$ cat src/rtl/mips_alu_pkg.sv
// Shared ALU control codes, MIPS opcode/funct constants and the issue packet type.
// Used by the issue stage and the ALU.
package mips_alu_pkg;

    localparam logic [3:0] ALU_AND  = 4'b0000;
    localparam logic [3:0] ALU_OR   = 4'b0001;
    localparam logic [3:0] ALU_ADDU = 4'b0010;
    localparam logic [3:0] ALU_SRL  = 4'b0011;
    localparam logic [3:0] ALU_SUBU = 4'b0110;
    localparam logic [3:0] ALU_SLT  = 4'b0111;
    localparam logic [3:0] ALU_XOR  = 4'b1001;
    localparam logic [3:0] ALU_SLL  = 4'b1010;
    localparam logic [3:0] ALU_SRA  = 4'b1011;
    localparam logic [3:0] ALU_NOR  = 4'b1100;
    localparam logic [3:0] ALU_SLTU = 4'b1110;

    localparam logic [5:0] OP_RTYPE = 6'h00;
    localparam logic [5:0] OP_ADDI  = 6'h08;
    localparam logic [5:0] OP_ADDIU = 6'h09;
    localparam logic [5:0] OP_SLTI  = 6'h0A;
    localparam logic [5:0] OP_SLTIU = 6'h0B;
    localparam logic [5:0] OP_ANDI  = 6'h0C;
    localparam logic [5:0] OP_ORI   = 6'h0D;
    localparam logic [5:0] OP_XORI  = 6'h0E;
    localparam logic [5:0] OP_LUI   = 6'h0F;
    localparam logic [5:0] OP_LW    = 6'h23;
    localparam logic [5:0] OP_SW    = 6'h2B;

    localparam logic [5:0] FN_SLL  = 6'h00;
    localparam logic [5:0] FN_SRL  = 6'h02;
    localparam logic [5:0] FN_SRA  = 6'h03;
    localparam logic [5:0] FN_SLLV = 6'h04;
    localparam logic [5:0] FN_SRLV = 6'h06;
    localparam logic [5:0] FN_SRAV = 6'h07;
    localparam logic [5:0] FN_ADD  = 6'h20;
    localparam logic [5:0] FN_ADDU = 6'h21;
    localparam logic [5:0] FN_SUB  = 6'h22;
    localparam logic [5:0] FN_SUBU = 6'h23;
    localparam logic [5:0] FN_AND  = 6'h24;
    localparam logic [5:0] FN_OR   = 6'h25;
    localparam logic [5:0] FN_XOR  = 6'h26;
    localparam logic [5:0] FN_NOR  = 6'h27;
    localparam logic [5:0] FN_SLT  = 6'h2A;
    localparam logic [5:0] FN_SLTU = 6'h2B;

    typedef struct packed {
        logic [3:0]  ctrl;
        logic [31:0] in1;
        logic [31:0] in2;
        logic [4:0]  dest;
        logic        illegal;
    } issue_pkt_t;

    function automatic logic [31:0] sext16(input logic [15:0] v);
        return {{16{v[15]}}, v};
    endfunction

    function automatic logic [31:0] zext16(input logic [15:0] v);
        return {16'b0, v};
    endfunction

endpackage

$ cat src/rtl/alu_issue_decode.sv
// Maps a MIPS instruction plus register operands onto ALU control, operands and destination.
// Latency: purely combinational.
// Backpressure: none; the enclosing stage decides when the result is captured.
module alu_issue_decode
    import mips_alu_pkg::*;
(
    input  logic [31:0] instr,
    input  logic [31:0] rs_data,
    input  logic [31:0] rt_data,
    output logic [3:0]  ctrl,
    output logic [31:0] in1,
    output logic [31:0] in2,
    output logic [4:0]  dest,
    output logic        illegal
);

    logic [5:0]  opcode;
    logic [5:0]  funct;
    logic [15:0] imm;
    logic [4:0]  rt_f;
    logic [4:0]  rd_f;
    logic [4:0]  shamt;
    logic        unused_rs_field;

    assign opcode = instr[31:26];
    assign rt_f   = instr[20:16];
    assign rd_f   = instr[15:11];
    assign shamt  = instr[10:6];
    assign funct  = instr[5:0];
    assign imm    = instr[15:0];
    // The rs index is resolved by the register file; only its data arrives here.
    assign unused_rs_field = ^instr[25:21];

    always_comb begin
        ctrl    = ALU_AND;
        in1     = '0;
        in2     = '0;
        dest    = '0;
        illegal = 1'b0;
        case (opcode)
            OP_RTYPE: begin
                in1  = rs_data;
                in2  = rt_data;
                dest = rd_f;
                case (funct)
                    FN_ADD, FN_ADDU: ctrl = ALU_ADDU;
                    FN_SUB, FN_SUBU: ctrl = ALU_SUBU;
                    FN_AND:          ctrl = ALU_AND;
                    FN_OR:           ctrl = ALU_OR;
                    FN_XOR:          ctrl = ALU_XOR;
                    FN_NOR:          ctrl = ALU_NOR;
                    FN_SLT:          ctrl = ALU_SLT;
                    FN_SLTU:         ctrl = ALU_SLTU;
                    FN_SLL: begin ctrl = ALU_SLL; in1 = {27'b0, shamt}; end
                    FN_SRL: begin ctrl = ALU_SRL; in1 = {27'b0, shamt}; end
                    FN_SRA: begin ctrl = ALU_SRA; in1 = {27'b0, shamt}; end
                    FN_SLLV: begin ctrl = ALU_SLL; in1 = {27'b0, rs_data[4:0]}; end
                    FN_SRLV: begin ctrl = ALU_SRL; in1 = {27'b0, rs_data[4:0]}; end
                    FN_SRAV: begin ctrl = ALU_SRA; in1 = {27'b0, rs_data[4:0]}; end
                    default: illegal = 1'b1;
                endcase
            end
            OP_ADDI, OP_ADDIU, OP_LW: begin
                ctrl = ALU_ADDU; in1 = rs_data; in2 = sext16(imm); dest = rt_f;
            end
            OP_SLTI: begin
                ctrl = ALU_SLT; in1 = rs_data; in2 = sext16(imm); dest = rt_f;
            end
            OP_SLTIU: begin
                ctrl = ALU_SLTU; in1 = rs_data; in2 = sext16(imm); dest = rt_f;
            end
            OP_ANDI: begin
                ctrl = ALU_AND; in1 = rs_data; in2 = zext16(imm); dest = rt_f;
            end
            OP_ORI: begin
                ctrl = ALU_OR; in1 = rs_data; in2 = zext16(imm); dest = rt_f;
            end
            OP_XORI: begin
                ctrl = ALU_XOR; in1 = rs_data; in2 = zext16(imm); dest = rt_f;
            end
            // lui is built as 0 | (imm << 16) so the ALU needs no dedicated op.
            OP_LUI: begin
                ctrl = ALU_OR; in1 = '0; in2 = {imm, 16'b0}; dest = rt_f;
            end
            // Store only needs the address; rt is data, not a destination.
            OP_SW: begin
                ctrl = ALU_ADDU; in1 = rs_data; in2 = sext16(imm); dest = '0;
            end
            default: illegal = 1'b1;
        endcase
        if (illegal) begin
            ctrl = ALU_AND;
            in1  = '0;
            in2  = '0;
            dest = '0;
        end
    end

endmodule

$ cat src/rtl/alu_issue_stage.sv
// One-entry registered issue stage between decode and the ALU.
// Latency: 1 cycle from input transfer to out_valid; full throughput when out_ready stays high.
// Backpressure: in_ready = !out_valid || out_ready; a stalled packet holds all outputs stable.
module alu_issue_stage
    import mips_alu_pkg::*;
(
    input  logic        clk,
    input  logic        rst_n,
    input  logic        in_valid,
    output logic        in_ready,
    input  logic [31:0] instr,
    input  logic [31:0] rs_data,
    input  logic [31:0] rt_data,
    input  logic        flush,
    output logic        out_valid,
    input  logic        out_ready,
    output logic [3:0]  alu_ctrl,
    output logic [31:0] alu_in1,
    output logic [31:0] alu_in2,
    output logic [4:0]  dest_addr,
    output logic        illegal
);

    issue_pkt_t dec_pkt;
    issue_pkt_t pkt_q;
    logic       valid_q;
    logic       load;
    logic [3:0]  dec_ctrl;
    logic [31:0] dec_in1;
    logic [31:0] dec_in2;
    logic [4:0]  dec_dest;
    logic        dec_illegal;

    alu_issue_decode u_decode (
        .instr   (instr),
        .rs_data (rs_data),
        .rt_data (rt_data),
        .ctrl    (dec_ctrl),
        .in1     (dec_in1),
        .in2     (dec_in2),
        .dest    (dec_dest),
        .illegal (dec_illegal)
    );

    assign dec_pkt = '{ctrl: dec_ctrl, in1: dec_in1, in2: dec_in2,
                       dest: dec_dest, illegal: dec_illegal};

    assign in_ready = !valid_q || out_ready;
    assign load     = in_valid && in_ready;

    // Flush beats load; payload only moves on a real input transfer.
    always_ff @(posedge clk) begin
        if (!rst_n) begin
            valid_q <= 1'b0;
            pkt_q   <= '0;
        end else if (flush) begin
            valid_q <= 1'b0;
        end else if (load) begin
            valid_q <= 1'b1;
            pkt_q   <= dec_pkt;
        end else if (out_ready) begin
            valid_q <= 1'b0;
        end
    end

    assign out_valid = valid_q;
    assign alu_ctrl  = pkt_q.ctrl;
    assign alu_in1   = pkt_q.in1;
    assign alu_in2   = pkt_q.in2;
    assign dest_addr = pkt_q.dest;
    assign illegal   = pkt_q.illegal;

endmodule

$ cat config.mk
export PLATFORM = sky130hd
export DESIGN_NAME = alu_issue_stage
export DESIGN_NICKNAME = d
export VERILOG_FILES = /design/src/rtl/mips_alu_pkg.sv /design/src/rtl/alu_issue_decode.sv /design/src/rtl/alu_issue_stage.sv
export SDC_FILE = /design/constraint.sdc
export NUM_CORES = 1
export LEC_CHECK = 0
export ABC_AREA = 1
export CAP_MARGIN = 20
export CORE_MARGIN = 3
export CORE_UTILIZATION = 40
export CTS_BUF_LIST = sky130_fd_sc_hd__clkbuf_4 sky130_fd_sc_hd__clkbuf_8
export DETAILED_ROUTE_END_ITERATION = 8
export GPL_TIMING_DRIVEN = 1
export PLACE_DENSITY = 0.86
export SYNTH_ARGS = -nofsm -noshare
export SYNTH_HDL_FRONTEND = slang
export SYNTH_SLANG_ARGS = --single-unit
$ cat constraint.sdc
create_clock -name clk -period 1.45 [get_ports clk]
set_input_delay 0.29 -clock clk [delete_from_list [all_inputs] [get_ports clk]]
set_output_delay 0.29 -clock clk [all_outputs]
set_load 0.01 [all_outputs]
==> implementation parameters <==
Parameter                              Value

Timing
  Final worst-path cycle share ... 102.2%
  Actual transition at the worst max-transition pin ... 299.3 ps
  Final Skew ... 8.308 ps
  Time the worst path needs with I/O delays and setup ... 1482 ps
  Number of failing setup endpoints in the final timing report ... 2
  Relative max-transition margin ... 79.83%
  Hold Worst Slack ... 199.2 ps
  Setup WS post-layout ... -32.30 ps
  Top achievable clock speed ... 674.6 MHz
  RSZ-0062 raised after global routing ... true
  Number of failing hold endpoints at the final stage ... 0
  Slew Limit Fails ... 0

Placed design
  Port Buffers ... 171
  Number of cells in the design after placement ... 1023
  Area after detailed placement ... 0.006506 sq mm
  Worst-case setup slack after placement ... -662.6 ps
  Sum of net half-perimeters after detailed placement ... 10540 um
  Weighted congestion at the end of routability-driven global placement ... 0.9348

Flow run
  Number of max-cap violations ... 0

GRT
  Combined global-route utilization of all metal layers ... 25.43%
  Number of antenna violations at the first check in global routing ... 0
  Global-route wire length before repair ... 24310 um
  Met1 layer usage reported by global route ... 31.22%
  Met2 Use GR ... 41.67%
  Final global-route overflow total ... 0
  Global routing's busiest layer ... met2
  Met3 track utilization from global routing ... 7.105%
  Pin count of the biggest net entering global routing ... 43
  Vias in the first global route ... 4839

Critical path
  Origin of the critical flop-to-flop path ... out_valid
  Type of element launching the critical path ... input pin
  Reg-to-reg endpoint ... alu_in1[10]
  CP arrival ... 1730 ps
  Top fanout value on the critical path ... 10
  Critical path class ... in2reg
  Required time worst endpoint ... 1700 ps
  Worst reg2reg setup slack ... 30 ps
  Cell count of the worst reg-to-reg path ... 10
  Type of element capturing the critical path ... flip-flop

Clock network
  Clock slew at reported path FFs ... 80 ps
  Hold buffer count at CTS ... 0
  Clock buffer depth ... 2
  Clk Latency, worst-skew pair ... 350 ps
  Clock buffers created by TritonCTS ... 9
  CTS root buf ... clkbuf_8
  Number of H-tree branching levels ... 3
  Clk sink count ... 75
  TritonCTS clock tree ... built

Finish
  Final Non-Filler Cells ... 1073
  Fill cell instance count of the final layout ... 708
  Area taken by flip-flops and latches ... 0.001503 sq mm
  Most frequent standard cell in the layout excluding fill and tap cells ... nand2_1
  Final #Nets ... 1033
  Area of the multi-input gates ... 0.002590 sq mm
  Post-route standard cell area excluding fillers ... 0.007619 sq mm
  Commonest non-fill, non-tap cells in the layout ... nand2_1, nor2_1, clkdlybuf4s50_1
  Antenna Diode Count ... 0
  Relative area change from synthesis to final layout ... 78.09%
  Layout cells sized above 1 ... 21.88%

Drt
  Length of the first detailed-routing pass in iterations ... 6
  Number of vias after detailed routing ... 5623
  Via/cell ratio ... 5.240
  Routed length per placed instance ... 16.50 um
  Post-detailed-route DRC marker count ... 0
  Number of antenna-violating nets in the routed design ... 0
  DRC marker count from the first detailed-route iteration ... 580
  Wirelength, routed ... 17700 um

Min path
  Class of the tightest hold or removal check ... in2reg
  Worst Hold End ... out_valid
  Hold depth ... 2
  Startpoint of the most critical hold path ... flush

Die
  Height of the die ... 109.4 um
  Site row count ... 37
  I/O pin count ... 177
  Area of the core ... 0.01037 sq mm
  Area of the die ... 0.01197 sq mm
  Die Wd ... 109.4 um
  Initial core utilization ... 41.25%

Power and ir drop
  Logic pwr share ... 21.2%
  Register share of total power ... 39.8%
  Power density over cell area ... 683.9 mW/mm^2
  Clk network pwr share ... 39.0%
  Post-route total power ... 5210 uW
  Switching Share ... 27.17%
  Lkg Pwr ... 0.003474 uW
  Pint ... 3795 uW
  Net Sw Power ... 1416 uW
  IR Drop Worst-Case VDD ... 0.4391 mV

Synth
  Distinct cell type count after synthesis ... 25
  Post-Syn Instances ... 707
  Post-synthesis net count ... 808
  FF+latch count, synth ... 75
  Portion of the post-synthesis area used by sequential elements ... 35.10%
  Synthesized cell area ... 0.004278 sq mm
  Number of warnings printed during yosys synthesis ... 0
  Per-instance average area after synthesis ... 6.051 sq um

Status
  Status ... finished with violations
  Violations in the final reports ... setup timing
-- sequential cells by signal, indices dropped and copies added (netlist names) --
signal     count
dest_addr      5
alu_in1       32
alu_ctrl       4
out_valid      1
illegal        1
alu_in2       32
-- cells in the mapped netlist --
library cell,instances,area [sq um]
nor2_4,1,11.26
nand3_2,2,20.02
o21ai_0,18,90.09
a211oi_1,2,15.01
clkbuf_1,20,75.07
inv_2,1,3.750
dfxtp_1,75,1501
clkinv_1,2,7.510
a22oi_1,16,120.1
nor3_2,1,10.01
nor2_1,167,626.9
nor2_2,12,75.07
buf_2,13,65.06
inv_1,93,349.1
nand4_1,35,219.0
a21oi_1,47,235.2
nand2_2,3,18.77
buf_6,3,33.78
nor3_1,1,5.000
nor2b_1,1,6.260
nand4_2,3,37.54
buf_1,5,18.77
nand2_1,162,608.1
o211ai_1,2,15.01
nand3_1,22,110.1
-- critical path: stages --
cell             delay, ps
clkdlybuf4s15_1        220
buf_4                  170
nor2_2                 120
nand3_1                140
buf_4                  200
nor2_1                 110
nor2_1                  70
a21oi_1                190
nor2_2                  70
nor2_1                 100
nor2_1                  50
-- how the worst max path moves through the flow --
stage / from / cells after the start / slack (ps) / to
3_5_place_dp: instr[29] / 11 / -660 / alu_in2[30]
4_1_cts: out_valid / 4 / -110 / in_ready
3_3_place_gp: instr[30] / 11 / -620 / alu_in1[18]
5_1_grt: instr[4] / 11 / -160 / alu_in1[1]
2_1_floorplan: instr[1] / 11 / -60 / alu_in1[23]
6_report: instr[4] / 11 / -30 / alu_in1[1]
-- routing by layer --
metal  vias up  routed length, um  part of all wire [%]
li1       2672                  -                     -
met1      2520               6711                    38
met2       356               8304                    47
met3        75               1882                    11
met4         0                805                   4.5
met5         -                  0                     0
-- cells by family (layout without fill, tap and decap cells) --
logic type             after synthesis  in the layout  share of synthesized area, %
flip-flops                          75             75                         35.10
AND/OR/NAND/NOR                    410            410                         40.86
buffers and inverters              137            367                         12.93
AO/OA/AOI/OAI                       85             85                         11.11
-- layout make-up --
type                    count  area share [%]
inverters                  96           5.009
repair buffers            255           35.80
clock inverters             7           1.609
multi-input cells         495           34.00
clock buffers               9           1.626
well taps                 136           2.234
flip-flops and latches     75           19.72
-- power groups by stage --
stage	clock network (uW)	logic (uW)	registers, uW
floorplan	0	312	2130
global placement	0	807	2120
detailed placement	0	809	2120
CTS	2040	954	2070
global route	2130	1160	2080
finish	2030	1100	2080
-- per-stage QoR --
step	setup TNS [ps]	util (%)
4_1_cts	-108.3	68.98
3_3_place_gp	-42110	62.74
6_report	-35.60	73.47
5_1_grt	-1386	73.47
3_5_place_dp	-45390	62.74
2_1_floorplan	-2709	-
-- repair_timing --
action	in CTS	in global routing
gates cloned	7	5
endpoints found under the setup margin	149	75
resized for setup	154	101
pin swaps	18	40
setup buffers	19	5
No activity file was read; power rests on OpenSTA's default activity.
